## src/rtl/alu_op_issuer_if.sv

```systemverilog
// -----------------------------------------------------------------------------
// alu_op_issuer_if
// Handshake bundle between decode, the ALU operation issuer and execute.
//   Request channel (decode -> issuer):
//     in_valid  request present on ALUOp/Funct3/Funct7
//     in_ready  issuer can accept the request this cycle
//     ALUOp     instruction class (00 ld/st, 01 branch, 10 R-type, 11 reserved)
//     Funct3    instruction funct3
//     Funct7    instruction funct7
//   Operation channel (issuer -> execute):
//     op_valid  Operation holds an issued code
//     op_ready  consumer accepts Operation this cycle
//     Operation registered ALU operation code
// Modports: master = decode/execute side (drives requests, accepts codes),
//           slave  = the issuer itself.
// -----------------------------------------------------------------------------
interface alu_op_issuer_if #(
  parameter int OPCODE_LENGTH = 4
) ();
  logic                     in_valid;
  logic                     in_ready;
  logic [1:0]               ALUOp;
  logic [2:0]               Funct3;
  logic [6:0]               Funct7;
  logic                     op_valid;
  logic                     op_ready;
  logic [OPCODE_LENGTH-1:0] Operation;

  modport master (
    output in_valid, ALUOp, Funct3, Funct7, op_ready,
    input  in_ready, op_valid, Operation
  );

  modport slave (
    input  in_valid, ALUOp, Funct3, Funct7, op_ready,
    output in_ready, op_valid, Operation
  );
endinterface

```

## src/rtl/alu_op_issuer.sv

```systemverilog
// -----------------------------------------------------------------------------
// alu_op_issuer
// Buffers decoded instruction fields in a small FIFO, decodes the head into a
// 4-bit ALU Operation code and issues it to execute over valid/ready. Heads
// with no ALU encoding are dropped and flagged with a one-cycle pulse.
// Ports:
//   clk          single clock, rising edge
//   reset        asynchronous active-high reset
//   bus          alu_op_issuer_if.slave (request + operation handshakes)
//   illegal      one-cycle pulse after an unencodable head was dropped
//   issued_count wrapping count of completed op_valid && op_ready transfers
// -----------------------------------------------------------------------------
module alu_op_issuer #(
  parameter int OPCODE_LENGTH = 4,
  parameter int FIFO_DEPTH    = 2,
  parameter int CNT_WIDTH     = 16
) (
  input  logic                 clk,
  input  logic                 reset,
  alu_op_issuer_if.slave       bus,
  output logic                 illegal,
  output logic [CNT_WIDTH-1:0] issued_count
);

  localparam int AW = (FIFO_DEPTH > 1) ? $clog2(FIFO_DEPTH) : 1;
  localparam int CW = AW + 1;
  localparam int EW = 12;  // {ALUOp, Funct3, Funct7}
  localparam logic [CW-1:0] DEPTH_C = CW'(FIFO_DEPTH);

  localparam logic [OPCODE_LENGTH-1:0] OP_AND = OPCODE_LENGTH'(4'b0000);
  localparam logic [OPCODE_LENGTH-1:0] OP_OR  = OPCODE_LENGTH'(4'b0001);
  localparam logic [OPCODE_LENGTH-1:0] OP_ADD = OPCODE_LENGTH'(4'b0010);
  localparam logic [OPCODE_LENGTH-1:0] OP_SUB = OPCODE_LENGTH'(4'b0110);
  localparam logic [OPCODE_LENGTH-1:0] OP_EQ  = OPCODE_LENGTH'(4'b1000);

  // FIFO state
  logic [EW-1:0]            r_mem [FIFO_DEPTH];
  logic [AW-1:0]            r_wr_ptr;
  logic [AW-1:0]            r_rd_ptr;
  logic [CW-1:0]            r_count;

  // Output stage
  logic                     r_op_valid;
  logic [OPCODE_LENGTH-1:0] r_operation;
  logic                     r_illegal;
  logic [CNT_WIDTH-1:0]     r_issued_count;

  logic                     w_in_ready;
  logic                     w_push;
  logic                     w_nonempty;
  logic                     w_out_free;
  logic                     w_xfer;
  logic [EW-1:0]            w_head;
  logic [1:0]               w_head_aluop;
  logic [2:0]               w_head_f3;
  logic [6:0]               w_head_f7;
  logic                     w_head_legal;
  logic [OPCODE_LENGTH-1:0] w_head_code;
  logic                     w_pop;
  logic                     w_load;

  // Ready comes from registered occupancy only, so there is no
  // combinational path from in_valid or op_ready.
  assign w_in_ready = (r_count < DEPTH_C);
  assign w_push     = bus.in_valid && w_in_ready;
  assign w_nonempty = (r_count != '0);
  assign w_out_free = !r_op_valid || bus.op_ready;
  assign w_xfer     = r_op_valid && bus.op_ready;

  assign w_head       = r_mem[r_rd_ptr];
  assign w_head_aluop = w_head[11:10];
  assign w_head_f3    = w_head[9:7];
  assign w_head_f7    = w_head[6:0];

  always_comb begin
    w_head_legal = 1'b0;
    w_head_code  = OP_ADD;
    unique case (w_head_aluop)
      2'b00: begin
        w_head_legal = 1'b1;
        w_head_code  = OP_ADD;
      end
      2'b01: begin
        if (w_head_f3 == 3'b000) begin
          w_head_legal = 1'b1;
          w_head_code  = OP_EQ;
        end
      end
      2'b10: begin
        if (w_head_f3 == 3'b000 && w_head_f7 == 7'b0000000) begin
          w_head_legal = 1'b1;
          w_head_code  = OP_ADD;
        end else if (w_head_f3 == 3'b000 && w_head_f7 == 7'b0100000) begin
          w_head_legal = 1'b1;
          w_head_code  = OP_SUB;
        end else if (w_head_f3 == 3'b111 && w_head_f7 == 7'b0000000) begin
          w_head_legal = 1'b1;
          w_head_code  = OP_AND;
        end else if (w_head_f3 == 3'b110 && w_head_f7 == 7'b0000000) begin
          w_head_legal = 1'b1;
          w_head_code  = OP_OR;
        end
      end
      default: begin
        w_head_legal = 1'b0;
      end
    endcase
  end

  // Illegal heads are discarded immediately even when the output stage is
  // stalled; legal heads wait until the output stage is empty or draining.
  assign w_pop  = w_nonempty && (!w_head_legal || w_out_free);
  assign w_load = w_pop && w_head_legal;

  // Storage is not reset: occupancy and pointers define which entries are live.
  always_ff @(posedge clk) begin
    if (w_push) begin
      r_mem[r_wr_ptr] <= {bus.ALUOp, bus.Funct3, bus.Funct7};
    end
  end

  always_ff @(posedge clk or posedge reset) begin
    if (reset) begin
      r_wr_ptr <= '0;
      r_rd_ptr <= '0;
      r_count  <= '0;
    end else begin
      if (w_push) begin
        r_wr_ptr <= r_wr_ptr + AW'(1);
      end
      if (w_pop) begin
        r_rd_ptr <= r_rd_ptr + AW'(1);
      end
      r_count <= r_count + CW'(w_push) - CW'(w_pop);
    end
  end

  always_ff @(posedge clk or posedge reset) begin
    if (reset) begin
      r_op_valid     <= 1'b0;
      r_operation    <= '0;
      r_illegal      <= 1'b0;
      r_issued_count <= '0;
    end else begin
      r_illegal <= w_pop && !w_head_legal;
      if (w_load) begin
        r_op_valid  <= 1'b1;
        r_operation <= w_head_code;
      end else if (w_xfer) begin
        // Drained with nothing legal behind it: keep the last code visible.
        r_op_valid <= 1'b0;
      end
      if (w_xfer) begin
        r_issued_count <= r_issued_count + CNT_WIDTH'(1);
      end
    end
  end

  assign bus.in_ready  = w_in_ready;
  assign bus.op_valid  = r_op_valid;
  assign bus.Operation = r_operation;
  assign illegal       = r_illegal;
  assign issued_count  = r_issued_count;

endmodule

```

## src/flat_wrapper.sv

```systemverilog
// flat-port wrapper written by rule: the top's interface ports become plain ports
module alu_op_issuer_flat 
#(
  parameter int OPCODE_LENGTH = 4,
  parameter int FIFO_DEPTH    = 2,
  parameter int CNT_WIDTH     = 16
)
  (clk, reset, illegal, issued_count, bus_in_valid, bus_ALUOp, bus_Funct3, bus_Funct7, bus_op_ready, bus_in_ready, bus_op_valid, bus_Operation);
  alu_op_issuer_if #(.OPCODE_LENGTH(OPCODE_LENGTH)) bus_i ();
  input  logic clk;
  input  logic reset;
  output logic illegal;
  output logic [CNT_WIDTH-1:0] issued_count;
  input wire logic [$bits(bus_i.in_valid)-1:0] bus_in_valid;
  input wire logic [$bits(bus_i.ALUOp)-1:0] bus_ALUOp;
  input wire logic [$bits(bus_i.Funct3)-1:0] bus_Funct3;
  input wire logic [$bits(bus_i.Funct7)-1:0] bus_Funct7;
  input wire logic [$bits(bus_i.op_ready)-1:0] bus_op_ready;
  output wire logic [$bits(bus_i.in_ready)-1:0] bus_in_ready;
  output wire logic [$bits(bus_i.op_valid)-1:0] bus_op_valid;
  output wire logic [$bits(bus_i.Operation)-1:0] bus_Operation;
  assign bus_i.in_valid = bus_in_valid;
  assign bus_i.ALUOp = bus_ALUOp;
  assign bus_i.Funct3 = bus_Funct3;
  assign bus_i.Funct7 = bus_Funct7;
  assign bus_i.op_ready = bus_op_ready;
  assign bus_in_ready = bus_i.in_ready;
  assign bus_op_valid = bus_i.op_valid;
  assign bus_Operation = bus_i.Operation;
  alu_op_issuer #(.OPCODE_LENGTH(OPCODE_LENGTH), .FIFO_DEPTH(FIFO_DEPTH), .CNT_WIDTH(CNT_WIDTH)) u_core (.clk(clk), .reset(reset), .bus(bus_i), .illegal(illegal), .issued_count(issued_count));
endmodule
```

## config.mk

```make
export PLATFORM = sky130hd
export DESIGN_NAME = alu_op_issuer_flat
export DESIGN_NICKNAME = d
export VERILOG_FILES = /design/src/rtl/alu_op_issuer_if.sv /design/src/rtl/alu_op_issuer.sv /design/src/flat_wrapper.sv
export SDC_FILE = /design/constraint.sdc
export NUM_CORES = 1
export LEC_CHECK = 0
export BUFFER_PORTS_ARGS = -buffer_cell sky130_fd_sc_hd__buf_2
export CELL_PAD_IN_SITES_DETAIL_PLACEMENT = 1
export CELL_PAD_IN_SITES_GLOBAL_PLACEMENT = 1
export CORE_AREA = 2 2 60 90
export DETAILED_ROUTE_END_ITERATION = 12
export DIE_AREA = 0 0 62 92
export PLACE_DENSITY = 0.76
export SETUP_SLACK_MARGIN = 0.1
export SYNTH_ARGS = -nofsm -noshare
export SYNTH_HDL_FRONTEND = slang
export SYNTH_SLANG_ARGS = --single-unit
```

## constraint.sdc

```tcl
create_clock -name clk -period 3.4 [get_ports clk]
set_clock_uncertainty 0.1 [all_clocks]
set_input_delay 0.34 -clock clk [delete_from_list [all_inputs] [get_ports clk]]
set_output_delay 0.34 -clock clk [all_outputs]
set_load 0.02 [all_outputs]
```

After elaboration in Yosys (flattened, before gate mapping) --
Memories as Yosys holds them, arrays and structs flattened. Cells that the tools add are included.
Word-level totals: flip-flop bits (word level) 26, RAM bits 24, bits of input ports 16, output and inout bits 23, word-level logic and storage cells 53, memories 1
Cells by class: $add $sub $neg 5, magnitude comparators 1, equal/unequal tests 5, muxes and demuxes 16, reduce and logical (&&, ||, !) cells 18
Memory list:
- u_core.r_mem | depth 2, width 12, rd ports 1, clocked after Yosys merged registers in 0, write ports 1, line alu_op_issuer.sv:37 | logic [EW-1:0] r_mem [FIFO_DEPTH];
Operators by type and width (count):
- adder 16 x 1 -> 16 bit, second input constant | 1
- 2-to-1 mux 4 bit | 4
- logical AND 1 bit | 9
- 2-to-1 mux 1 bit | 9
- one-hot mux 4 bit (2 select lines) | 1
- == test 7 x 6 -> 1 bit, second input constant | 1
- zero test 7 bit | 1
- == test 3 bit, second input constant | 2
- nonzero test 2 bit | 2
- zero test 3 bit | 1
- one-hot mux 1 bit (3 select lines) | 1
- adder 1 bit, second input constant | 2
- adder 2 x 1 -> 2 bit | 1
- == test 2 x 1 -> 1 bit, second input constant | 1
- == test 2 bit, second input constant | 1
- zero test 1 bit | 2
- zero test 2 bit | 1
- logical OR 1 bit | 2
- < comparator 2 bit, second input constant | 1
- 2-to-1 mux 2 bit | 1
- subtractor 2 x 1 -> 2 bit | 1

Longest topological paths before layout --
Gate-level depths: netlist of run 1. An unclocked memory read counts as a cell.
word-level depth 13, gate-level depth with buffers 14, gate-level depth less buffers 13

Worst setup path after synthesis of run 1 --
Ideal clock, no wire load.
path type reg-to-reg, start point register u_core.r_rd_ptr, end point register u_core.r_count[1], library setup time 0.124 ns, arrival time 2.916 ns, required time 3.176 ns, setup slack 0.260 ns, cell stages (with the launch flop) 14, buffers on the path 1, period minus slack after synthesis 3.140 ns, cells stage by stage dfrtp_1 > buf_2 > mux2i_1 > ha_1 > or4b_1 > a2bb2oi_1 > a21oi_2 > a211oi_1 > o32a_1 > ha_1 > inv_1 > ha_1 > xnor2_1 > xnor2_1
On the way: cells in the longest elaborated chain, start to end 12, elaborated cells between the ends (all ways) 23, classes of those cells 1 x add/sub; 5 x eq/ne; 6 x mux; 10 x reduce/logical; 1 x memory
RTL lines:
- start, declared | line alu_op_issuer.sv:39 | logic [AW-1:0] r_rd_ptr;
- start signal, assigned | line alu_op_issuer.sv:132 | r_rd_ptr <= r_rd_ptr + AW'(1);
- memory (2 x 12 bit) (*)
- zero test 7 bit / == test 3 bit (equally long branches) | line alu_op_issuer.sv:90, alu_op_issuer.sv:96, alu_op_issuer.sv:99
- logical AND 1 bit | line alu_op_issuer.sv:99 | end else if (w_head_f3 == 3'b110 && w_head_f7 == 7'b0000000) begin
- 2-to-1 mux 1 bit | line alu_op_issuer.sv:99
- 2-to-1 mux 1 bit | line alu_op_issuer.sv:96 | end else if (w_head_f3 == 3'b111 && w_head_f7 == 7'b0000000) begin
- 2-to-1 mux 1 bit | line alu_op_issuer.sv:93 | end else if (w_head_f3 == 3'b000 && w_head_f7 == 7'b0100000) begin
- 2-to-1 mux 1 bit | line alu_op_issuer.sv:90 | if (w_head_f3 == 3'b000 && w_head_f7 == 7'b0000000) begin
- one-hot mux 1 bit (3 select lines) (*) | line alu_op_issuer.sv:78 | unique case (w_head_aluop)
- zero test 1 bit (*) | line alu_op_issuer.sv:112 | assign w_pop = w_nonempty && (!w_head_legal || w_out_free);
- logical OR 1 bit (*) | line alu_op_issuer.sv:112
- logical AND 1 bit (*) | line alu_op_issuer.sv:112
- net u_core.w_pop | line alu_op_issuer.sv:59 | logic w_pop;
- subtractor 2 x 1 -> 2 bit (*) | line alu_op_issuer.sv:134 | r_count <= r_count + CW'(w_push) - CW'(w_pop);
- end signal, assigned | line alu_op_issuer.sv:134
- end, declared | line alu_op_issuer.sv:40 | logic [CW-1:0] r_count;
The timed path passes the listed nets; every way through them passes the cells marked *. A chain may end at the register's enable or synchronous reset.

Final worst setup path of run 1 --
Same ends and word-level chain as after synthesis.

==> results of run 1 <==
-- flip-flops by register name (all words and copies together) (netlist names) --
name	flops
u_core.r_mem	24
u_core.issued_count	16
u_core.bus.Operation	4
u_core.r_count	2
u_core.bus.op_valid	1
u_core.illegal	1
u_core.r_rd_ptr	1
u_core.r_wr_ptr	1
-- path summary, 6_finish.rpt --
check	from	endpoint	slack (ns)	depth (start not counted)
worst max-delay path	u_core.r_rd_ptr	u_core.r_count[1]	0.27	13
worst min-delay path	bus_Funct7[2]	u_core.r_mem[0][2]	0.13	1
worst max register to register	u_core.r_rd_ptr	u_core.r_count[1]	0.27	13
worst min register to register	u_core.issued_count[9]	u_core.issued_count[9]	0.38	1
max in group asynchronous	reset	u_core.r_rd_ptr	2.40	2
min in group asynchronous	reset	u_core.issued_count[6]	0.16	2
-- synth_stat cells (3+ instances only) --
master    instances  area (um^2)
nand2_1          11        41.29
edfxtp_1         24        720.7
mux2_4            4        60.06
nor2b_1           3        18.77
nor2_1            7        26.28
xnor2_1          12        105.1
mux2i_1           3        30.03
dfrtp_1          26        650.6
nand3_1           8        40.04
inv_1             7        26.28
xor2_1            7        61.31
ha_1              7        87.58
and3_1            4        25.02
-- placed cells by master (no fill, tap or decap), types with 3 or more instances in the layout --
master / count
nor2_1: 7
edfxtp_1: 24
nor2b_1: 3
xnor2_1: 12
buf_2: 38
and3_1: 4
mux2_4: 4
xor2_1: 7
clkbuf_8: 8
dfrtp_1: 25
nand2_1: 11
nand3_1: 8
inv_1: 7
ha_1: 7
-- cells by family (layout without fill, tap and decap cells) --
group | after synthesis | count (layout) | synth area share, %
multiplexers | 8 | 8 | 4.802
XOR/XNOR | 19 | 19 | 7.884
adder cells (fa/ha/maj) | 7 | 7 | 4.149
flip-flops | 50 | 50 | 64.97
buffers and inverters | 9 | 55 | 2.015
AND/OR/NAND/NOR | 47 | 47 | 12.09
AO/OA/AOI/OAI | 12 | 12 | 4.091
-- per-stage QoR --
step | total power, mW | hold WS, ns | area (um^2) | util [%] | cells
detailed placement | 1.368 | 0.3770 | 2377 | 47.50 | 257
floorplan | 1.220 | 0.2800 | 2111 | - | 152
global route | 1.879 | 0.1183 | 2514 | 50.22 | 266
global placement | 1.337 | 0.3603 | 2377 | 47.50 | 257
finish | 1.758 | 0.1327 | 2514 | 50.22 | 266
CTS | 1.757 | 0.1236 | 2487 | 49.70 | 265
-- power breakdown --
part / switching, mW / internal (mW)
sequential: 0.0955 / 0.771
combinational: 0.284 / 0.220
clock: 0.183 / 0.206
-- layout make-up --
type	count	share of cell area [%]
clock buffers	8	4.380
inverters	7	1.045
multi-input cells	93	28.42
flip-flops and latches	50	54.60
well taps	68	3.385
repair buffers	40	8.163
-- layer usage --
metal	part of all wire (%)	GRT usage, %	up-vias
met2	56	27.78	38
li1	-	-	625
met5	0	0	-
met1	38	15.41	646
met3	4.9	2.962	3
met4	0.74	3.723	0
-- critical path, delay by kind of cell (launching register included) --
| family | cells | cell delay (ns) |
|---|---|---|
| XOR/XNOR | 2 | 0.31 |
| flip-flops | 1 | 0.47 |
| AND/OR/NAND/NOR | 1 | 0.44 |
| adder cells (fa/ha/maj) | 3 | 0.65 |
| buffers and inverters | 2 | 0.14 |
| multiplexers | 1 | 0.18 |
| AO/OA/AOI/OAI | 4 | 0.77 |
-- timing repair --
| item | in CTS | in global routing |
|---|---|---|
| hold buffers | 0 | 0 |
| endpoints found under the setup margin | 0 | 1 |
| resized for setup | 0 | 4 |
| buffers inserted | 0 | 1 |
==> flow_metrics.env, run 1 <==
export IMPL_io_pins=39
export IMPL_netlist_area_um2=2111
export IMPL_synth_warnings=0
export IMPL_crit_slowest_cell="dfrtp_2"
export IMPL_cts_tree="built"
export IMPL_vias=1312
export IMPL_rows=32
export IMPL_synth_edf_count=24
export IMPL_track_usage_pct=14.69
export IMPL_grt_max_degree=27
export IMPL_routed_wl_um=3787
export IMPL_die_area_um2=5704
export IMPL_die_h_um=92
export IMPL_fp_dieW_um=62
export IMPL_antenna_found_initial=0
export IMPL_dp_slack_ns=0.1680
export IMPL_cpPeakStageDelay_ns=0.47
export IMPL_end_kind="register"
export IMPL_viasPerCell=4.932
export IMPL_portBuffers=38
export IMPL_setup_tns_ns=0
export IMPL_syn_inst=152
export IMPL_synth_seq_cells=50
export IMPL_worstMarginPinSlew_ns=1.013
export IMPL_p_leak_nw=1.129
export IMPL_syn_avg_cell_area_um2=13.89
export IMPL_cts_sinks=50
export IMPL_layout_drive_gt1_share_pct=29.29
export IMPL_clkLatencyLatePin_ns=0.30
export IMPL_finalNetCount=220
export IMPL_initial_core_util_pct=42.17
export IMPL_antenna_left=0
export IMPL_slew_viol_final=0
export IMPL_crit_top_cell="ha_1"
export IMPL_h_tree_depth=2
export IMPL_crit_path_cell_trace="mux2i_1 -> inv_1 -> ha_1 -> or4b_1 -> a2bb2oi_1 -> a21oi_2 -> a211oi_2 -> o32a_1 -> ha_1 -> inv_1 -> ha_1 -> xnor2_1 -> xnor2_1"
export IMPL_fmax_mhz=319.5
export IMPL_ir_worst_vdd_v=0.0003560
export IMPL_hp_class="input port to register"
export IMPL_regArea_um2=1373
export IMPL_crit_path_start_kind="register"
export IMPL_rsz0062_at_grt="false"
export IMPL_outcome="complete, no violations"
export IMPL_first_pass_iters=4
export IMPL_cp_required_ns=3.52
export IMPL_cts_made_buffers=5
export IMPL_cts_clk_slew_worst_paths_ns=0.09
export IMPL_fillers=532
export IMPL_p_per_area_nw_per_um2=699.5
export IMPL_cts_root_buf="clkbuf_8"
export IMPL_wl_per_cell_um=14.24
export IMPL_cp_arrival_ns=3.25
export IMPL_first_iter_violations=53
export IMPL_drc=0
export IMPL_gr_total_overflow=0
export IMPL_hold_viol=0
export IMPL_place_congestion=0.7187
export IMPL_critPathKind="register to register"
export IMPL_antenna_cells=0
export IMPL_setup_viol=0
export IMPL_drv_cap=0
export IMPL_grt_pass1_vias=1428
export IMPL_grt_pass1_wl_um=6285
export IMPL_synth_net_count=175
export IMPL_dp_hpwl_um=2938
export IMPL_max_slew_margin_rel_pct=32.35
export IMPL_worst_path_max_fanout=4
export IMPL_final_min_clock_period_ns=3.130
export IMPL_ys_seq_area_share_pct=64.97
export IMPL_clock_path_buffers=2
export IMPL_synthArstFlopShare_pct=52.00
export IMPL_core_area_um2=5005
export IMPL_yosys_most_used_dff="dfrtp_1"
export IMPL_multi_input_area_um2=714.4
export IMPL_period_share_pct=92.06
export IMPL_ys_types=35
export IMPL_finalWorstSetupSlack_ns=0.2700
export IMPL_syn_to_final_growth_pct=19.09
(Power assumes the default switching activity.)
==> inputs of run 2 (changes only) <==
--- a/config.mk
+++ b/config.mk
@@ -11,6 +11,7 @@
 export CORE_AREA = 2 2 60 90
 export DETAILED_ROUTE_END_ITERATION = 12
 export DIE_AREA = 0 0 62 92
+export HOLD_SLACK_MARGIN = 0.05
 export PLACE_DENSITY = 0.76
 export SETUP_SLACK_MARGIN = 0.1
 export SYNTH_ARGS = -nofsm -noshare
==> constraint.sdc (replaced) <==
create_clock -name clk -period 3.3 [get_ports clk]
set_clock_uncertainty 0.1 [all_clocks]
set_input_delay 0.33 -clock clk [delete_from_list [all_inputs] [get_ports clk]]
set_output_delay 0.33 -clock clk [all_outputs]
set_load 0.02 [all_outputs]
==> flow_metrics.env, run 2 (synthesized netlist as in run 1, its figures left out) <==
export IMPL_outcome="complete, no violations"
export IMPL_track_usage_pct=15.13
export IMPL_period_share_pct=95.12
export IMPL_clkLatencyLatePin_ns=0.29
export IMPL_multi_input_area_um2=728.2
export IMPL_worst_path_max_fanout=4
export IMPL_crit_top_cell="ha_1"
export IMPL_slew_viol_final=0
export IMPL_core_area_um2=5005
export IMPL_total_power_mw=1.800
export IMPL_drv_cap=0
export IMPL_crit_path_cell_trace="mux2i_4 -> ha_2 -> or4b_1 -> a2bb2oi_1 -> a21oi_2 -> a211oi_2 -> o32a_1 -> ha_1 -> inv_1 -> ha_1 -> xnor2_2 -> xnor2_1"
export IMPL_power_internal_mw=1.204
export IMPL_regMostFlops="u_core.r_mem"
export IMPL_fmax_mhz=318.6
export IMPL_cpPeakStageDelay_ns=0.45
export IMPL_place_congestion=0.7112
export IMPL_worstMarginPinSlew_ns=1.024
export IMPL_routed_wl_um=3966
export IMPL_gr_total_overflow=0
export IMPL_clock_path_buffers=2
export IMPL_cts_root_buf="clkbuf_8"
export IMPL_clockPowerShare_pct=18.8
export IMPL_initial_core_util_pct=42.17
export IMPL_reg2reg_depth=12
export IMPL_min_from="bus_Funct7[3]"
export IMPL_first_pass_iters=3
export IMPL_largest_register_ffs=24
export IMPL_cts_sinks=50
export IMPL_final_cell_mix="buf_2 (38), dfrtp_1 (25), edfxtp_1 (24)"
export IMPL_path_buf_inv=1
export IMPL_cp_top_family="compound AO/OA/AOI/OAI gates"
export IMPL_wl_per_cell_um=14.85
export IMPL_rows=32
export IMPL_grt_pass1_wl_um=6499
export IMPL_crit_path_start_kind="register"
export IMPL_critPathKind="register to register"
export IMPL_first_iter_violations=42
export IMPL_crit_slowest_cell="dfrtp_2"
export IMPL_layout_commonest_cell="buf_2"
export IMPL_grt_max_degree=27
export IMPL_fp_dieW_um=62
export IMPL_finalNetCount=221
export IMPL_vias=1338
export IMPL_cp_arrival_ns=3.22
export IMPL_io_pins=39
export IMPL_p_comb_share_pct=31.4
export IMPL_regArea_um2=1373
export IMPL_setup_tns_ns=0
export IMPL_antenna_left=0
export IMPL_hp_class="input port to register"
export IMPL_end_kind="register"
export IMPL_max_slew_margin_rel_pct=31.62
export IMPL_cp_required_ns=3.38
export IMPL_final_min_clock_period_ns=3.139
export IMPL_rsz0062_at_grt="false"
export IMPL_setup_viol=0
export IMPL_die_h_um=92
export IMPL_worstReg2RegEnd="u_core.r_count[1]"
export IMPL_ir_worst_vdd_v=0.0003676
export IMPL_grt_pass1_vias=1461
export IMPL_syn_to_final_growth_pct=18.85
export IMPL_power_frac_seq_pct=49.8
export IMPL_viasPerCell=5.011
export IMPL_cts_tree="built"
export IMPL_cts_clk_slew_worst_paths_ns=0.08
export IMPL_h_tree_depth=2
export IMPL_p_switching_mw=0.5952
export IMPL_r2r_start="u_core.r_rd_ptr"
export IMPL_switching_share_pct=33.08
export IMPL_die_area_um2=5704
export IMPL_p_leak_nw=1.120
export IMPL_hold_viol=0
export IMPL_antenna_found_initial=0
export IMPL_portBuffers=38
export IMPL_drc=0
export IMPL_cts_made_buffers=5
export IMPL_dp_hpwl_um=3035
export IMPL_min_delay_path_depth=1
export IMPL_fillers=514
export IMPL_antenna_cells=0
export IMPL_p_per_area_nw_per_um2=717.3
export IMPL_min_to="u_core.r_mem[1][3]"
export IMPL_rrSetupSlack_ns=0.16
export IMPL_layout_drive_gt1_share_pct=30.15
## run 2: worst register-to-register path, cell delays in order (launching register included)
cell       delay, ns
dfrtp_2         0.45
mux2i_4         0.28
ha_2            0.21
or4b_1          0.43
a2bb2oi_1       0.18
a21oi_2         0.15
a211oi_2        0.08
o32a_1          0.34
ha_1            0.30
inv_1           0.04
ha_1            0.20
xnor2_2         0.14
xnor2_1         0.12
## run 2: metal layers
layer  wire length [um]  GRT usage, %  vias to the layer above
li1                   -             -                      631
met4                 29         3.723                        0
met2               2371         28.47                       37
met5                  0             0                        -
met3                199         3.526                        4
met1               1365         15.75                      666
## run 2: through the flow
step           instance area [um^2]  std cells  setup slack, ns  util [%]  hold WS, ns
6_report                       2509        267           0.1611     50.13       0.1259
5_1_grt                        2509        267          0.02054     50.13       0.1124
4_1_cts                        2466        265           0.1324     49.28       0.1163
3_5_place_dp                   2377        257          0.07719     47.50       0.3825
3_3_place_gp                   2377        257           0.2212     47.50       0.3602
2_1_floorplan                  2111        152           0.1595         -       0.2700
## run 2: worst max path at each step
stage	endpoint	slack, ns	cells past startpoint	start
floorplan	u_core.r_count[1]	0.16	13	u_core.r_rd_ptr
global placement	u_core.r_count[1]	0.22	12	u_core.r_rd_ptr
detailed placement	u_core.r_count[1]	0.08	12	u_core.r_rd_ptr
CTS	u_core.r_count[1]	0.13	12	u_core.r_rd_ptr
global route	u_core.r_count[1]	0.02	13	u_core.r_rd_ptr
finish	u_core.r_count[1]	0.16	12	u_core.r_rd_ptr
## run 2: power groups by stage
stage          combinational (mW)  clock (mW)  sequential (mW)
2_1_floorplan               0.328           0            0.928
3_3_place_gp                0.488           0            0.890
3_5_place_dp                0.515           0            0.899
4_1_cts                     0.520       0.348            0.891
5_1_grt                     0.635       0.379            0.913
6_report                    0.566       0.338            0.895
## run 2: layout make-up
type / instances / share of cell area, %
Clock buffer: 8 / 3.342
Inverter: 7 / 1.047
Sequential cell: 50 / 54.71
Timing Repair Buffer: 41 / 8.479
Tap cell: 68 / 3.392
Multi-Input combinational cell: 93 / 29.03
## run 2: what timing repair did
action | 4_1_cts | 5_1_grt
pin swaps | 0 | 1
hold buffers | 0 | 0
buffers inserted | 0 | 2
endpoints found under the setup margin | 1 | 1
gates resized for setup | 2 | 5
